==> config.mk <==
export PLATFORM = sky130hd
export DESIGN_NAME = rpn_stack_ctrl
export DESIGN_NICKNAME = d
export VERILOG_FILES = /design/src/rtl/rpn_stack_ctrl.sv
export SDC_FILE = /design/constraint.sdc
export NUM_CORES = 1
export LEC_CHECK = 0
export CAP_MARGIN = 20
export CORE_AREA = 2 2 76 78
export DETAILED_ROUTE_END_ITERATION = 12
export DIE_AREA = 0 0 78 80
export HOLD_SLACK_MARGIN = 0.02
export PLACE_DENSITY = 0.86
export SLEW_MARGIN = 30
export SYNTH_ARGS = -nofsm -noshare
export SYNTH_HDL_FRONTEND = slang
export SYNTH_SLANG_ARGS = --single-unit
==> constraint.sdc <==
create_clock -name CLOCK_50 -period 5.45 [get_ports CLOCK_50]
set_input_delay 1.635 -clock CLOCK_50 [delete_from_list [all_inputs] [get_ports CLOCK_50]]
set_output_delay 1.635 -clock CLOCK_50 [all_outputs]
set_load 0.02 [all_outputs]
==> src/rtl/rpn_stack_ctrl.sv <==
// rpn_stack_ctrl: RPN operand-stack sequencer driving a 1-cycle-latency single-port stack RAM.
// Define RPN_MUL_EN to enable op 11 (multiply); otherwise op 11 is rejected as illegal.
module rpn_stack_ctrl #(
   parameter int DEPTH = 16,
   parameter int AW = 4
) (
   input  logic          CLOCK_50,
   input  logic          rst_n,
   input  logic          enter,
   input  logic          is_op,
   input  logic [1:0]    op,
   input  logic [7:0]    din,
   input  logic          clr,
   input  logic [7:0]    ram_q,
   output logic [AW-1:0] ram_addr,
   output logic [7:0]    ram_wdata,
   output logic          ram_wren,
   output logic [AW-1:0] sp,
   output logic [AW:0]   count,
   output logic [7:0]    top,
   output logic          busy,
   output logic          error
);
   typedef enum logic [2:0] {IDLE, WRITE, RD_B, RD_A, CAP_A, WB, ERROR} state_t;
   localparam logic [AW:0] ONE = (AW+1)'(1);
   localparam logic [AW:0] TWO = (AW+1)'(2);
   localparam logic [AW:0] FULL = (AW+1)'(DEPTH);
   state_t state, next;
   logic [7:0] din_q, a, b, res, mul_res;
   logic [1:0] op_q;
   logic [AW-1:0] cm1, cm2;
   logic op_ok;
`ifdef RPN_MUL_EN
   assign mul_res = a * b;
   assign op_ok = 1'b1;
`else
   assign mul_res = '0;
   assign op_ok = (op != 2'b11);
`endif
   assign cm1 = AW'(count - ONE);
   assign cm2 = AW'(count - TWO);
   assign res = op_q == 2'b00 ? a + b : op_q == 2'b01 ? a - b : op_q == 2'b10 ? a & b : mul_res;
   assign ram_addr = state == WRITE ? count[AW-1:0] : state == RD_B ? cm1 :
                     (state == RD_A || state == WB) ? cm2 : '0;
   assign ram_wren = (state == WRITE) || (state == WB);
   assign ram_wdata = state == WRITE ? din_q : state == WB ? res : '0;
   assign sp = count == '0 ? '0 : cm1;
   assign busy = (state != IDLE) && (state != ERROR);
   assign error = state == ERROR;
   always_comb begin
      next = state;
      case (state)
         IDLE:    if (enter) next = !is_op ? (count == FULL ? ERROR : WRITE) :
                                    (count < TWO || !op_ok) ? ERROR : RD_B;
         WRITE:   next = IDLE;
         RD_B:    next = RD_A;
         RD_A:    next = CAP_A;
         CAP_A:   next = WB;
         WB:      next = IDLE;
         ERROR:   if (clr) next = IDLE;
         default: next = IDLE;
      endcase
   end
   always_ff @(posedge CLOCK_50 or negedge rst_n) begin
      if (!rst_n) begin
         state <= IDLE;
         count <= '0;
         top <= '0;
         din_q <= '0;
         op_q <= '0;
         a <= '0;
         b <= '0;
      end else begin
         state <= next;
         if (state == IDLE && enter) begin
            din_q <= din;
            op_q <= op;
         end
         // RAM data lags the address by one cycle: b is the top entry, a the one beneath
         if (state == RD_A) b <= ram_q;
         if (state == CAP_A) a <= ram_q;
         if (state == WRITE) begin
            count <= count + ONE;
            top <= din_q;
         end
         if (state == WB) begin
            count <= count - ONE;
            top <= res;
         end
      end
   end
endmodule
==> results of run 1 <==
==> registers in the layout, indices dropped and copies added (netlist names) <==
register	cells
count	5
top	8
din_q	8
a	8
state	3
op_q	2
b	8
==> path summary, 6_finish.rpt <==
kind	from	end	slack [ns]	cells past startpoint
hold / removal	top[1]	top[1]	0.48	1
setup / recovery	a[0]	ram_wdata[6]	0.76	8
max in group asynchronous	rst_n	din_q[4]	3.78	1
min in group asynchronous	rst_n	count[4]	1.31	1
setup reg to reg	state[2]	a[2]	3.18	3
hold reg to reg	top[1]	top[1]	0.48	1
==> through the flow <==
| stage | area (um^2) | std cells | hold WS, ns | power (mW) | util |
|---|---|---|---|---|---|
| 2_1_floorplan | 3010 | 324 | 0.475 | 1.92 | - |
| 3_3_place_gp | 3550 | 434 | 0.459 | 2.40 | 0.657 |
| 3_5_place_dp | 3550 | 434 | 0.467 | 2.45 | 0.657 |
| 4_1_cts | 3660 | 442 | 0.484 | 2.69 | 0.678 |
| 5_1_grt | 3670 | 442 | 0.513 | 2.90 | 0.678 |
| 6_report | 3670 | 442 | 0.478 | 2.70 | 0.678 |
==> cell families (layout without fill, tap and decap cells) <==
family / Yosys count / count (layout) / share of synthesized area
AOI/OAI and AO/OA: 84 / 84 / 0.188
xor gates and xnor gates: 8 / 8 / 0.0233
adders and majority gates: 24 / 24 / 0.104
buffers and inverters: 40 / 86 / 0.0620
DFF: 42 / 42 / 0.349
muxes: 28 / 28 / 0.103
and+or+nand+nor: 98 / 98 / 0.171
==> final cells by class <==
type / count / area, um^2
clock buffers: 8 / 110
fillers: 452 / 1740
multi-input cells: 242 / 1780
flip-flops and latches: 42 / 1050
well taps: 72 / 90.1
repair buffers: 55 / 546
inverters: 23 / 91.3
==> critical path, stage by stage, from the launching register on <==
cell and delay [ns]:
sky130_fd_sc_hd__dfrtp_1 0.35, sky130_fd_sc_hd__inv_1 0.06, sky130_fd_sc_hd__ha_1 0.22, sky130_fd_sc_hd__fa_1 0.39, sky130_fd_sc_hd__nand2b_1 0.19, sky130_fd_sc_hd__a2111oi_0 0.41, sky130_fd_sc_hd__a2111oi_0 0.17, sky130_fd_sc_hd__o31ai_1 0.31
sky130_fd_sc_hd__clkdlybuf4s50_1 0.65
==> layer usage <==
metal,GRT usage,vias to the layer above,part of all wire
met5,0,-,0
met4,0.0579,0,0.013
met3,0.0498,13,0.060
met2,0.371,89,0.47
met1,0.302,1189,0.46
li1,-,1239,-
==> power groups by stage <==
| stage | clock (mW) | combinational, mW | sequential [mW] |
|---|---|---|---|
| finish | 0.233 | 1.79 | 0.681 |
| detailed placement | 0 | 1.77 | 0.687 |
| global route | 0.253 | 1.94 | 0.710 |
| CTS | 0.237 | 1.78 | 0.681 |
| floorplan | 0 | 1.30 | 0.625 |
| global placement | 0 | 1.73 | 0.671 |
==> cells in the final DEF (no fill, tap or decap), drive strengths merged, types with 18 or more instances in the layout <==
| master | count |
|---|---|
| nand2 | 29 |
| ha | 21 |
| clkdlybuf4s50 | 53 |
| a21oi | 18 |
| dfrtp | 42 |
| mux2 | 24 |
| inv | 23 |
| nor2 | 25 |
| o21ai | 21 |
==> qor.tcl, run 1 <==
set qor(end_kind) {primary output}
set qor(status) {finished, final reports clean}
set qor(post_layout_net_count) 415
set qor(finalSetupTns_ns) 0
set qor(power.combinational.fraction) 0.662
set qor(fraction_of_final_layout_cells_with_drive_strength_greater_than_1) 0.119
set qor(hold_path.class) {reg -> reg}
set qor(p_seq_frac) 0.252
set qor(synthesis.area_mm2) 0.00301
set qor(ctsResizeCount) 0
set qor(drt-initial-drc-count) 202
set qor(boundaryPins) 55
set qor(synth_enable_flop_cells) 0
set qor(route.vias.total) 2530
set qor(grt_max_degree) 43
set qor(max-clock-path-buffers) 2
set qor(clkPwrFrac) 0.086
set qor(clock-sinks) 42
set qor(postSynthAreaPerCell_um2) 9.29
set qor(ys_warn_count) 0
set qor(syn_to_final_growth_pct) 21.8
set qor(cell_internal_pwr_mw) 1.42
set qor(slew-limit-headroom) 0.377
set qor(yosys.area.top_type_share) 0.349
set qor(synthCells) 324
set qor(port_buffers) 54
set qor(htree_num_levels) 2
set qor(critical_path.startpoint_type) {flip-flop}
set qor(ffs_w_async_s_r_synth) 1.00
set qor(grt_util_all_layers) 0.225
set qor(starting_utilization_of_the_core_area) 0.557
set qor(clockRootBuffer) {sky130_fd_sc_hd__clkbuf_8}
set qor(power_density_mw_per_mm2) 737
set qor(fp.dieArea_mm2) 0.00624
set qor(grt_remaining_overflow) 0
set qor(crit_path_max_fanout) 3
set qor(cellLeakagePower_nw) 1.56
set qor(numCtsBuffers) 5
set qor(routabilityCongestion) 0.896
set qor(period_share) 0.861
set qor(maxCapViolations) 0
set qor(vdd_ir_max_uv) 330
set qor(post_detailed_route_via_to_cell_ratio) 5.72
set qor(dp_slack_ns) 1.12
set qor(first_global_vias) 2368
set qor(core.rowCount) 27
set qor(final.min_clock_period_ns) 4.69
set qor(antenna_left) 0
set qor(dieWidth_um) 78
set qor(postSynthNetCount) 370
set qor(final_hold_viol_count) 0
set qor(synth_top_cell_by_area) {sky130_fd_sc_hd__dfrtp_1}
set qor(synth.top_cells.by_count) {sky130_fd_sc_hd__dfrtp_1, sky130_fd_sc_hd__nand2_1, sky130_fd_sc_hd__mux2_2, sky130_fd_sc_hd__nor2_1, sky130_fd_sc_hd__inv_1}
set qor(post_cts_buffers) 0
set qor(yosys.cell_types.count) 56
set qor(post-synth-top-count-cell) {sky130_fd_sc_hd__dfrtp_1}
set qor(cts.reportedPaths.clkPinSlew_ns) 0.07
set qor(drtPass1Iterations) 6
set qor(finalSetupViolations) 0
set qor(final_critical_path_setup_slack_ns) 0.759
set qor(dp_hpwl_um) 5220
set qor(core_area_mm2) 0.00541
set qor(synth_ff_type) {sky130_fd_sc_hd__dfrtp_1}
set qor(antenna-diode-count) 0
set qor(critPathArrivalTime_ns) 3.06
set qor(rsz0062_at_grt) {no}
set qor(ys_ff_latch) 42
set qor(cp.required_ns) 3.82
set qor(grt_first_pass_wirelength_um) 11200
set qor(maxClockFrequency_ghz) 0.213
set qor(post_synth_main_area_contributors) {sky130_fd_sc_hd__dfrtp_1, sky130_fd_sc_hd__mux2_2, sky130_fd_sc_hd__ha_1, sky130_fd_sc_hd__nand2_1, sky130_fd_sc_hd__o21ai_0}
set qor(timing_worst_setup_path_type) {reg -> out}
set qor(detail_route.drc_violations) 0
set qor(worst_slew_pin_slew_ns) 0.935
set qor(final_max_slew_viol_count) 0
set qor(chipHeight_um) 80
set qor(worst_skew_pair.late_latency_ns) 0.30
set qor(reported_net_switching_power_mw) 1.29
set qor(final.setup_skew_ns) 0.00643
set qor(avgRoutedWirePerCell_um) 15.5
set qor(synth-seq-area-share) 0.349
set qor(clock_tree_from_tritoncts) {done}
set qor(routed_wirelength_um) 6850
set qor(netSwitchingFraction) 0.476
set qor(count_of_hold_fix_buffers_inserted_at_cts) 0
set qor(number_of_antenna_violations_at_the_first_check_in_global_routing) 0
No activity file was read; power rests on OpenSTA's default activity.
==> run 2: changes to the inputs <==
==> constraint.sdc (replaced) <==
create_clock -name CLOCK_50 -period 5.45 [get_ports CLOCK_50]
set_input_delay 1.635 -clock CLOCK_50 [delete_from_list [all_inputs] [get_ports CLOCK_50]]
set_output_delay 1.635 -clock CLOCK_50 [all_outputs]
set_load 0.1 [all_outputs]
==> qor.tcl, run 2 (synthesized netlist as in run 1, its figures left out) <==
set qor(cp.required_ns) 3.82
set qor(first_global_vias) 2384
set qor(routed_wirelength_um) 7180
set qor(fp.dieArea_mm2) 0.00624
set qor(post_detailed_route_via_to_cell_ratio) 5.77
set qor(detail_route.drc_violations) 0
set qor(grt_util_all_layers) 0.239
set qor(chipHeight_um) 80
set qor(maxClockFrequency_ghz) 0.217
set qor(boundaryPins) 55
set qor(post_cts_buffers) 0
set qor(grt_first_pass_wirelength_um) 11700
set qor(cts.reportedPaths.clkPinSlew_ns) 0.08
set qor(core.rowCount) 27
set qor(drtPass1Iterations) 5
set qor(min-delay-start) {top[1]}
set qor(hold_slack_ns) 0.482
set qor(port_buffers) 54
set qor(number_of_antenna_violations_at_the_first_check_in_global_routing) 0
set qor(grt_remaining_overflow) 0
set qor(most-common-layout-cells) {sky130_fd_sc_hd__dfrtp_1, sky130_fd_sc_hd__clkdlybuf4s50_1, sky130_fd_sc_hd__nand2_1, sky130_fd_sc_hd__nor2_1, sky130_fd_sc_hd__mux2_2}
set qor(worst_skew_pair.late_latency_ns) 0.31
set qor(final_max_slew_viol_count) 0
set qor(post_layout_net_count) 416
set qor(slew-limit-headroom) 0.338
set qor(crit_path_max_fanout) 17
set qor(status) {finished, final reports clean}
set qor(routabilityCongestion) 0.921
set qor(drt-initial-drc-count) 163
set qor(finalSetupViolations) 0
set qor(r2r_start) {a[0]}
set qor(final_hold_viol_count) 0
set qor(finalSetupTns_ns) 0
set qor(antenna_left) 0
set qor(maxCapViolations) 0
set qor(whs_path_depth) 1
set qor(dieWidth_um) 78
set qor(dp_hpwl_um) 5390
set qor(critPathArrivalTime_ns) 2.97
set qor(route.vias.total) 2556
set qor(worst_slew_pin_slew_ns) 0.989
set qor(hold_path.class) {reg -> reg}
set qor(starting_utilization_of_the_core_area) 0.557
set qor(syn_to_final_growth_pct) 21.5
set qor(ctsResizeCount) 0
set qor(final.setup_skew_ns) 0.0103
set qor(count_of_hold_fix_buffers_inserted_at_cts) 0
set qor(end_kind) {primary output}
set qor(grt_max_degree) 43
set qor(clock_tree_from_tritoncts) {done}
set qor(htree_num_levels) 2
set qor(timing_worst_setup_path_type) {reg -> out}
set qor(fraction_of_final_layout_cells_with_drive_strength_greater_than_1) 0.154
set qor(final.min_clock_period_ns) 4.61
set qor(critical_path.startpoint_type) {flip-flop}
set qor(antenna-diode-count) 0
set qor(core_area_mm2) 0.00541
set qor(rsz0062_at_grt) {no}
set qor(max-clock-path-buffers) 2
set qor(avgRoutedWirePerCell_um) 16.2
set qor(worstRegToRegCells) 8
set qor(critical_path.startpoint) {state[1]}
set qor(clockRootBuffer) {sky130_fd_sc_hd__clkbuf_8}
set qor(clock-sinks) 42
set qor(period_share) 0.845
set qor(numCtsBuffers) 5
set qor(layout.core_utilization) 0.676
## run 2: stage by stage
stage	instances	cell area, um^2	setup slack [ns]
2_1_floorplan	324	3020	0.129
3_3_place_gp	435	3540	1.25
3_5_place_dp	435	3540	1.18
4_1_cts	443	3650	0.850
5_1_grt	443	3660	0.724
6_report	443	3660	0.844
## run 2: path summary, 6_finish.rpt
kind / to / slack, ns
hold reg to reg: top[1] / 0.48
min in group asynchronous: count[4] / 1.30
max in group asynchronous: count[0] / 3.77
setup / recovery: ram_wren / 0.84
setup reg to reg: top[6] / 3.01
hold / removal: top[1] / 0.48
## run 2: final cells by class
| type | instances | area (um^2) |
|---|---|---|
| clock buffer | 6 | 72.6 |
| clock inverter | 2 | 37.5 |
| fill | 453 | 1750 |
| inverter | 23 | 91.3 |
| multi-input combinational | 242 | 1790 |
| sequential | 42 | 1050 |
| tap | 72 | 90.1 |
| timing repair buffer | 56 | 526 |
## run 2: critical path: stages, from the launching register on
cell and delay [ns]:
sky130_fd_sc_hd__dfrtp_1 0.63, sky130_fd_sc_hd__nand2b_1 0.63, sky130_fd_sc_hd__inv_6 0.25, sky130_fd_sc_hd__clkdlybuf4s50_1 1.15
## run 2: metal layers
metal | routed length [um] | GRT usage
met5 | 0 | 0
met3 | 377 | 0.0419
met4 | 85 | 0.0737
met2 | 3340 | 0.374
met1 | 3380 | 0.340
Power of run 2 is left out: the tool's default activity adds up to more than one toggle a clock period on the data nets, which glitch-free logic cannot reach.
==> run 3: changes to the inputs <==
--- a/config.mk
+++ b/config.mk
@@ -6,11 +6,11 @@
 export NUM_CORES = 1
 export LEC_CHECK = 0
 export CAP_MARGIN = 20
-export CORE_AREA = 2 2 76 78
+export CORE_AREA = 2 2 83 85
 export DETAILED_ROUTE_END_ITERATION = 12
-export DIE_AREA = 0 0 78 80
+export DIE_AREA = 0 0 85 87
 export HOLD_SLACK_MARGIN = 0.02
-export PLACE_DENSITY = 0.86
+export PLACE_DENSITY = 0.77
 export SLEW_MARGIN = 30
 export SYNTH_ARGS = -nofsm -noshare
 export SYNTH_HDL_FRONTEND = slang
==> constraint.sdc (replaced) <==
create_clock -name CLOCK_50 -period 3.7 [get_ports CLOCK_50]
set_input_delay 1.11 -clock CLOCK_50 [delete_from_list [all_inputs] [get_ports CLOCK_50]]
set_output_delay 1.11 -clock CLOCK_50 [all_outputs]
set_load 0.1 [all_outputs]
==> qor.tcl, run 3 (synthesized netlist as in run 1, its figures left out) <==
set qor(drt-initial-drc-count) 258
set qor(number_of_antenna_violations_at_the_first_check_in_global_routing) 0
set qor(final_max_slew_viol_count) 0
set qor(maxClockFrequency_ghz) 0.280
set qor(cp_num_cells) 9
set qor(clock-sinks) 42
set qor(boundaryPins) 55
set qor(worst_path_dominant_cell_family) {simple AND/OR/NAND/NOR gates}
set qor(slowest_stage_cell_on_the_critical_path) {sky130_fd_sc_hd__ha_2}
set qor(layout.core_utilization) 0.609
set qor(syn_to_final_growth_pct) 32.9
set qor(worstPathCellList) {inv_1, ha_2, buf_4, nor2b_1, or4_1, nor2_2, mux2i_2, nor3_4, buf_12}
set qor(worst_skew_pair.late_latency_ns) 0.30
set qor(routabilityCongestion) 0.878
set qor(post_layout_nonfiller_instances) 457
set qor(port_buffers) 54
set qor(placedCellCount) 448
set qor(antenna_left) 0
set qor(layout.cell_area.non_filler_mm2) 0.00400
set qor(grt_first_pass_wirelength_um) 11900
set qor(dieWidth_um) 85
set qor(first_global_vias) 2375
set qor(status) {finished, final reports clean}
set qor(detail_route.drc_violations) 0
set qor(critPathArrivalTime_ns) 2.46
set qor(slew-limit-headroom) 0.601
set qor(final.min_clock_period_ns) 3.57
set qor(starting_utilization_of_the_core_area) 0.458
set qor(cts.reportedPaths.clkPinSlew_ns) 0.08
set qor(finalSetupViolations) 0
set qor(antenna-diode-count) 0
set qor(crit_path_max_fanout) 7
set qor(clockRootBuffer) {sky130_fd_sc_hd__clkbuf_8}
set qor(drtPass1Iterations) 5
set qor(post_detailed_route_via_to_cell_ratio) 5.47
set qor(critical_path.max_stage_delay_ns) 0.42
set qor(layout_commonest_cell) {sky130_fd_sc_hd__dfrtp_1}
set qor(grt_util_all_layers) 0.196
set qor(max-clock-path-buffers) 2
set qor(postPlaceCellArea_mm2) 0.00381
set qor(htree_num_levels) 2
set qor(critical_path.n_buffers_inverters) 3
set qor(chipHeight_um) 87
set qor(whs_path_depth) 2
set qor(avgRoutedWirePerCell_um) 15.2
set qor(dp_hpwl_um) 5360
set qor(core.rowCount) 30
set qor(rsz0062_at_grt) {no}
set qor(core_area_mm2) 0.00657
set qor(route.vias.total) 2501
set qor(critical_path.startpoint_type) {flip-flop}
set qor(most-common-layout-cells) {sky130_fd_sc_hd__dfrtp_1, sky130_fd_sc_hd__nand2_1, sky130_fd_sc_hd__buf_4, sky130_fd_sc_hd__mux2_2}
set qor(fraction_of_final_layout_cells_with_drive_strength_greater_than_1) 0.300
set qor(routed_wirelength_um) 6960
set qor(end_kind) {primary output}
set qor(fp.dieArea_mm2) 0.00740
set qor(worst_slew_pin_slew_ns) 0.595
set qor(final_hold_viol_count) 0
set qor(grt_remaining_overflow) 0
set qor(clock_tree_from_tritoncts) {done}
set qor(maxCapViolations) 0
set qor(worstRegToRegCells) 4
set qor(post_layout_net_count) 422
set qor(numCtsBuffers) 5
set qor(cp.required_ns) 2.59
set qor(hold_path.class) {reg -> reg}
set qor(timing_worst_setup_path_type) {reg -> out}
set qor(final.setup_skew_ns) 0.0132
set qor(grt_max_degree) 43
set qor(period_share) 0.964
-- run 3: cell types whose count changed in the layout (fill, tap and decap cells not counted), sizes merged --
cell           previous run  this run
clkbuf                    6         5
clkdlybuf4s50            42        21
buf                      14        41
clkinv                    0         2
bufinv                    1         0
-- run 3: final cells by class --
class / count / area [um^2]
Clock inverter: 3 / 21.3
Fill cell: 545 / 2570
Timing Repair Buffer: 62 / 681
Clock buffer: 5 / 68.8
Inverter: 23 / 91.3
Tap cell: 80 / 100
Multi-Input combinational cell: 242 / 1990
Sequential cell: 42 / 1050
-- run 3: tightest hold or removal path, cell delays in order, from the launching register on --
cell	delay (ns)
sky130_fd_sc_hd__dfrtp_1	0.35
sky130_fd_sc_hd__nand2_1	0.05
sky130_fd_sc_hd__o31ai_1	0.05
-- run 3: layer usage --
metal | track usage | vias up | share of wire | routed length (um)
li1 | - | 1253 | - | -
met1 | 0.286 | 1196 | 0.50 | 3450
met2 | 0.309 | 48 | 0.46 | 3190
met3 | 0.0322 | 4 | 0.041 | 283
met4 | 0.0404 | 0 | 0.0045 | 31
met5 | 0 | - | 0 | 0
-- run 3: worst paths after layout --
check                         start           end  slack [ns]
hold / removal               top[5]        top[5]        0.49
max in group asynchronous     rst_n          a[3]        2.54
min in group asynchronous     rst_n       op_q[1]        0.79
setup reg to reg           state[2]          a[4]        1.52
setup / recovery               b[6]  ram_wdata[7]        0.13
hold reg to reg              top[5]        top[5]        0.49
-- run 3: per-stage QoR --
| stage | hold slack (ns) | setup slack, ns | TNS, ns |
|---|---|---|---|
| after global routing | 0.509 | 0.00145 | 0 |
| after floorplan | 0.475 | -0.378 | -0.982 |
| after global placement | 0.461 | -0.0463 | -0.0463 |
| final | 0.488 | 0.133 | 0 |
| after CTS | 0.494 | 0.0175 | 0 |
| after detailed placement | 0.475 | 0.0917 | 0 |
-- run 3: repair_timing --
item	CTS	global route
gates resized for setup	5	16
setup buffers	0	1
pin swaps	1	2
endpoints found under the setup margin	2	4
hold buffers	0	0
Power of run 3 is left out for the same reason.
==> RTL edit 1, RTL diff (config.mk and constraints of run 3) <==
Register the output `sp`, without a reset; this adds one clock of latency there. The other outputs are not delayed to match.
--- a/src/rtl/rpn_stack_ctrl.sv
+++ b/src/rtl/rpn_stack_ctrl.sv
@@ -46,3 +46,5 @@
    assign ram_wdata = state == WRITE ? din_q : state == WB ? res : '0;
-   assign sp = count == '0 ? '0 : cm1;
+   always_ff @(posedge CLOCK_50) begin
+      sp <= count == '0 ? '0 : cm1;
+   end
    assign busy = (state != IDLE) && (state != ERROR);
Check against the original RTL: not equivalent (Yosys sat finds a counterexample within 10 cycles, from zero or initial values and one cycle with rst_n low).
==> RTL edit 1 against run 3 <==
  * Via count shrank 3.5%
  * Wire length shrank 2.1%
  * Register-to-register slack is essentially flat
  * Final area shrank 3.0%
  * Synthesized area shrank 2.9%
  * Count of clock-buffer cells in the layout grew 1
  * Critical path depth grew 1
  * Final cell count shrank 3.7%
  * Sequential cell count grew 4
  * Worst setup slack lost 28 ps
  * Synthesized cell count shrank 5.9%
  * Sequential share of layout area grew 2.9 points
  * Largest cell class unchanged
Power is left out: the tool's default activity adds up to more than one toggle a clock period on the data nets, which glitch-free logic cannot reach.
==> RTL edit 1: results (changes against run 3) <==
Place
  • GPL Wtd Cong: 0.849 (-3.3%)
  • Placed instance count: 430 (-4.0%)
  • Post-DP HPWL: 4.90 mm (-8.7%)
  • Port Buffers: 54 (unchanged)

Synthesis
  • Compound-Gate Fraction of Synth Area: 15.7% (-3.1 points)
  • Synth warn: 0 (unchanged)
  • Synth cell types: 53 (-5.4%)
  • Largest cells by area after synthesis: dfrtp_1, mux2_2, ha_1, nand2_1, nor2_1
  • Post-synth ARST share: 91.3% (-8.7 points)
  • Post-synth top area share: 36.0% (+1.0 points)
  • Mux share of post-synthesis cell area: 11.5% (+1.2 points)
  • Synth Area in XOR/XNOR: 3.60% (+1.3 points)
  • Post-Syn Instances: 305 (-5.9%)
  • Top FF cell, synth: dfrtp_1
  • Mapped Nets: 350 (-5.4%)
  • Synth cell count leaders: dfrtp_1, nand2_1, mux2_2, nor2_1, ha_1
  • Post-Synth Adder-Cell Area: 9.94% (-0.46 points)
  • Register area share after synthesis: 38.7% (+3.8 points)

Worst hold path
  • Classification of the worst-slack hold path: reg -> reg

Global routing
  • Met2 usage in global routing: 30.8% (-0.071 points)
  • Vias in the first global route: 2322 (-2.2%)
  • Antenna violations before repair: 0 (unchanged)
  • First-pass GRT wire length: 11.1 mm (-6.2%)
  • Pin count of the biggest net entering global routing: 43 (unchanged)
  • Total track usage: 18.7% (-0.87 points)
  • M3 GR Usage: 3.22% (unchanged)
  • Met1 usage: 25.2% (-3.4 points)
  • Most Crowded Layer GR: met2

Detailed routing
  • Vias per cell: 5.48 (+0.21%)
  • DRT Pass-1 Iters: 4 (-1)
  • Routed length per instance: 15.5 microns (+1.7%)
  • Post-Route WL: 6.82 mm (-2.1%)
  • DR iter-0 viols: 155 (-40%)

Final layout
  • Number of inserted diodes: 0 (unchanged)
  • Fill count: 548 (+0.55%)
  • NumNets Final: 404 (-4.3%)
  • Layout cells sized above 1: 28.3% (-1.6 points)

STA
  • Slew HR: 51.1% (-9.0 points)
  • Final setup viols: 0 (unchanged)
  • Clk_skew: 5.31 ps (-7.94 ps)

Critical path
  • Delay-heaviest family, CP: adder cells
  • Critical Path Max Stage Delay: 380 ps (-40 ps)
  • Worst path slowest cell: fa_2
  • CP Max Fanout: 2 (-5)
  • Critical path arrival: 2490 ps (+30 ps)

Floorplanning
  • Die ar.: 7400 sq um (unchanged)

CTS
  • CTS buffer count: 5 (unchanged)
  • Reg clk slew, reported paths: 80 ps (about the same)
  • Worst skew pair latency: 300 ps (about the same)
  • Root buffer cell: clkbuf_8
  • CTS Buffer Depth: 2 (unchanged)
  • H-tree depth: 2 (unchanged)

Outcome
  • Outcome: completed
[RTL edit 1: routing by layer]
| layer | vias up | wire [microns] |
|---|---|---|
| met5 | - | 0 |
| met4 | 0 | 108 |
| met3 | 10 | 274 |
| met2 | 58 | 3370 |
| met1 | 1173 | 3070 |
| li1 | 1172 | - |
[RTL edit 1: cells by family (layout without fill, tap and decap cells)]
family	after synthesis	in the layout
compound gates	70	70
xor+xnor	12	12
fa+ha+maj	22	22
buf+inv	34	89
flops	46	46
mux	30	30
simple gates	91	91
[RTL edit 1: per-stage QoR]
step | utilization (%) | TNS [ps] | cell area (sq um) | setup slack (ps) | hold slack (ps)
after floorplan | - | -495 | 2990 | -495 | 463
after global routing | 59.1 | -111 | 3880 | -62.7 | 507
after detailed placement | 55.8 | 0 | 3670 | 270 | 473
after global placement | 55.8 | 0 | 3670 | 330 | 462
after CTS | 58.1 | 0 | 3810 | 19.7 | 493
final | 59.1 | 0 | 3880 | 105 | 488
[RTL edit 1: final timing paths]
kind	startpoint	slack (ps)	cells past startpoint	to
setup / recovery	a[0]	100	10	ram_wdata[6]
hold / removal	top[4]	490	2	top[4]
setup reg to reg	a[0]	1520	10	top[6]
hold reg to reg	top[4]	490	2	top[4]
max in group asynchronous	rst_n	2530	1	b[1]
min in group asynchronous	rst_n	780	1	count[0]
[RTL edit 1: area by class of cell]
| type | instances | area, sq um | share of cell area (%) |
|---|---|---|---|
| Inverter | 19 | 73.8 | 1.90 |
| Clock buffer | 6 | 82.6 | 2.13 |
| Tap cell | 80 | 100 | 2.58 |
| Clock inverter | 2 | 60.1 | 1.55 |
| Multi-Input combinational cell | 225 | 1750 | 45.1 |
| Timing Repair Buffer | 62 | 681 | 17.5 |
| Sequential cell | 46 | 1130 | 29.2 |
[RTL edit 1: timing repair]
action                                  4_1_cts  5_1_grt
pin swaps                                     0        4
buffers inserted                              0        2
endpoints found under the setup margin        2        4
cloned                                        0        0
gates resized for setup                       1       10
[RTL edit 1: tightest hold or removal path: cells and delay by family, from the launching register on]
kind            cells  cell delay, ps
compound gates      1              60
simple gates        1              50
flops               1             350
==> RTL edit 2, RTL diff (config.mk and constraints of run 3) <==
Without the edit above. The option `RPN_MUL_EN` is turned on by a define.
--- a/src/rtl/rpn_stack_ctrl.sv
+++ b/src/rtl/rpn_stack_ctrl.sv
@@ -2,2 +2,4 @@
 // Define RPN_MUL_EN to enable op 11 (multiply); otherwise op 11 is rejected as illegal.
+`define RPN_MUL_EN
+
 module rpn_stack_ctrl #(
Behaviour: not the same (Yosys sat finds a counterexample within 10 cycles, from zero or initial values and one cycle with rst_n low).
==> RTL edit 2 against run 3 <==
  * The flow now finishes with violations (negative setup slack)
  * Worst setup slack lost 1700 ps
  * Synthesized area grew 24%
  * Core utilization grew 21 points
  * Final area grew 34%
  * Sequential cell count is the same
  * Wire length grew 45%
  * Worst hold slack lost 0.94 ps
  * First-iteration DRC count shrank 59%
  * Highest routed layer unchanged
Power is not shown: default switching activity piles up to over one toggle a cycle in this logic, so the estimate is an artifact.
==> RTL edit 2: results (changes against run 3) <==
STA
  • Final setup viols: 8 (+8)
  • Sum of negative setup slack: -6690 ps (-6690 ps)
  • Setup WS post-layout: -1560 ps (-1690 ps)
  • Slew HR: 54.9% (-5.2 points)

Detailed routing
  • DRT Pass-1 Iters: 4 (-1)
  • Routed length per instance: 16.8 microns (+10%)
  • DR iter-0 viols: 106 (-59%)

Place
  • Post-DP HPWL: 7.58 mm (+41%)
  • GPL Wtd Cong: 0.968 (+10%)

Critical path
  • FF-to-FF path depth: 16 (+12)
  • CP Max Fanout: 5 (-2)
  • RR Endpoint: top[7]
  • Worst r2r src: b[4]
  • FF-to-FF setup slack: -250 ps (-1770 ps)
  • Setup crit start: b[4]

Synthesis
  • Register area share after synthesis: 28.3% (-6.7 points)
  • Synth cell count leaders: nand2_1, inv_1, dfrtp_1, ha_1
  • Mapped Nets: 484 (+31%)
  • Synth cell types: 52 (-7.1%)

Final layout
  • Fill count: 400 (-27%)
  • NumNets Final: 593 (+41%)
  • Layout cells sized above 1: 41.3% (+11 points)

CTS
  • Worst skew pair latency: 310 ps

Outcome
  • Outcome: complete, but fails checks
  • Failing checks: negative setup slack

Global routing
  • First-pass GRT wire length: 16.6 mm (+40%)
  • Total track usage: 28.5% (+8.9 points)
  • Vias in the first global route: 3419 (+44%)
[RTL edit 2: cell count changes after synthesis, moves of 5 or more]
cell      before  now
a21oi_1       18   27
o21ai_0       20   10
ha_1          21   36
and2_1         0   10
xnor2_1        4   23
o31ai_1        7    2
fa_1           2   14
a21o_1         3   11
inv_1         22   43
nand2_1       28   47
a21boi_0       5    0
nand3_1        8    3
[RTL edit 2: routing by layer]
layer	vias up	part of all wire [%]	track usage, %
li1	1615	-	-
met1	1617	42	37.5
met2	85	52	49.6
met3	13	4.8	4.17
met4	0	1.3	7.07
met5	-	0	0
[RTL edit 2: how the worst min path moves through the flow]
stage | cells past startpoint | start | to | slack, ps
after floorplan | 1 | din_q[1] | din_q[1] | 460
after global placement | 1 | top[2] | top[2] | 460
after detailed placement | 1 | top[6] | top[6] | 470
after CTS | 1 | top[6] | top[6] | 490
after global routing | 1 | top[6] | top[6] | 510
final | 1 | top[6] | top[6] | 490
[RTL edit 2: logic make-up (layout without fill, tap and decap cells)]
family	after synthesis	count (layout)	synth area share [%]
simple gates	116	116	14.8
compound gates	83	83	14.5
buf+inv	63	173	7.20
fa+ha+maj	50	50	19.7
flops	42	42	28.3
mux	30	30	9.22
xor+xnor	27	27	6.36
[RTL edit 2: repair_timing]
| action | CTS | global route |
|---|---|---|
| buffers inserted | 11 | 6 |
| gates resized for setup | 38 | 18 |
| pin swaps | 17 | 27 |
| setup endpoints to repair | 9 | 10 |
[RTL edit 2: layout make-up]
cell class	instances	share of cell area (%)
multi-input combinational	306	52.1
timing repair buffer	119	21.2
sequential	42	19.9
inverter	46	3.23
tap	80	1.87
clock buffer	5	1.29
clock inverter	3	0.444
[RTL edit 2: metrics by stage]
step / hold WS (ps) / std cells / instance area, sq um / setup slack, ps
floorplan: 457 / 411 / 3930 / -1500
global placement: 463 / 576 / 4900 / -1120
detailed placement: 467 / 576 / 4900 / -1190
CTS: 488 / 595 / 5260 / -1480
global route: 505 / 601 / 5350 / -1690
finish: 487 / 601 / 5350 / -1560
[RTL edit 2: worst max-delay path: stages, from the launching register on]
cell,delay [ps]
dfrtp_2,430
nand2_2,80
fa_2,390
fa_1,520
inv_2,40
fa_1,510
inv_2,50
fa_1,490
inv_2,50
ha_4,270
a21oi_2,60
xnor2_1,180
xnor2_1,150
a211oi_2,120
o31ai_4,280
buf_12,210
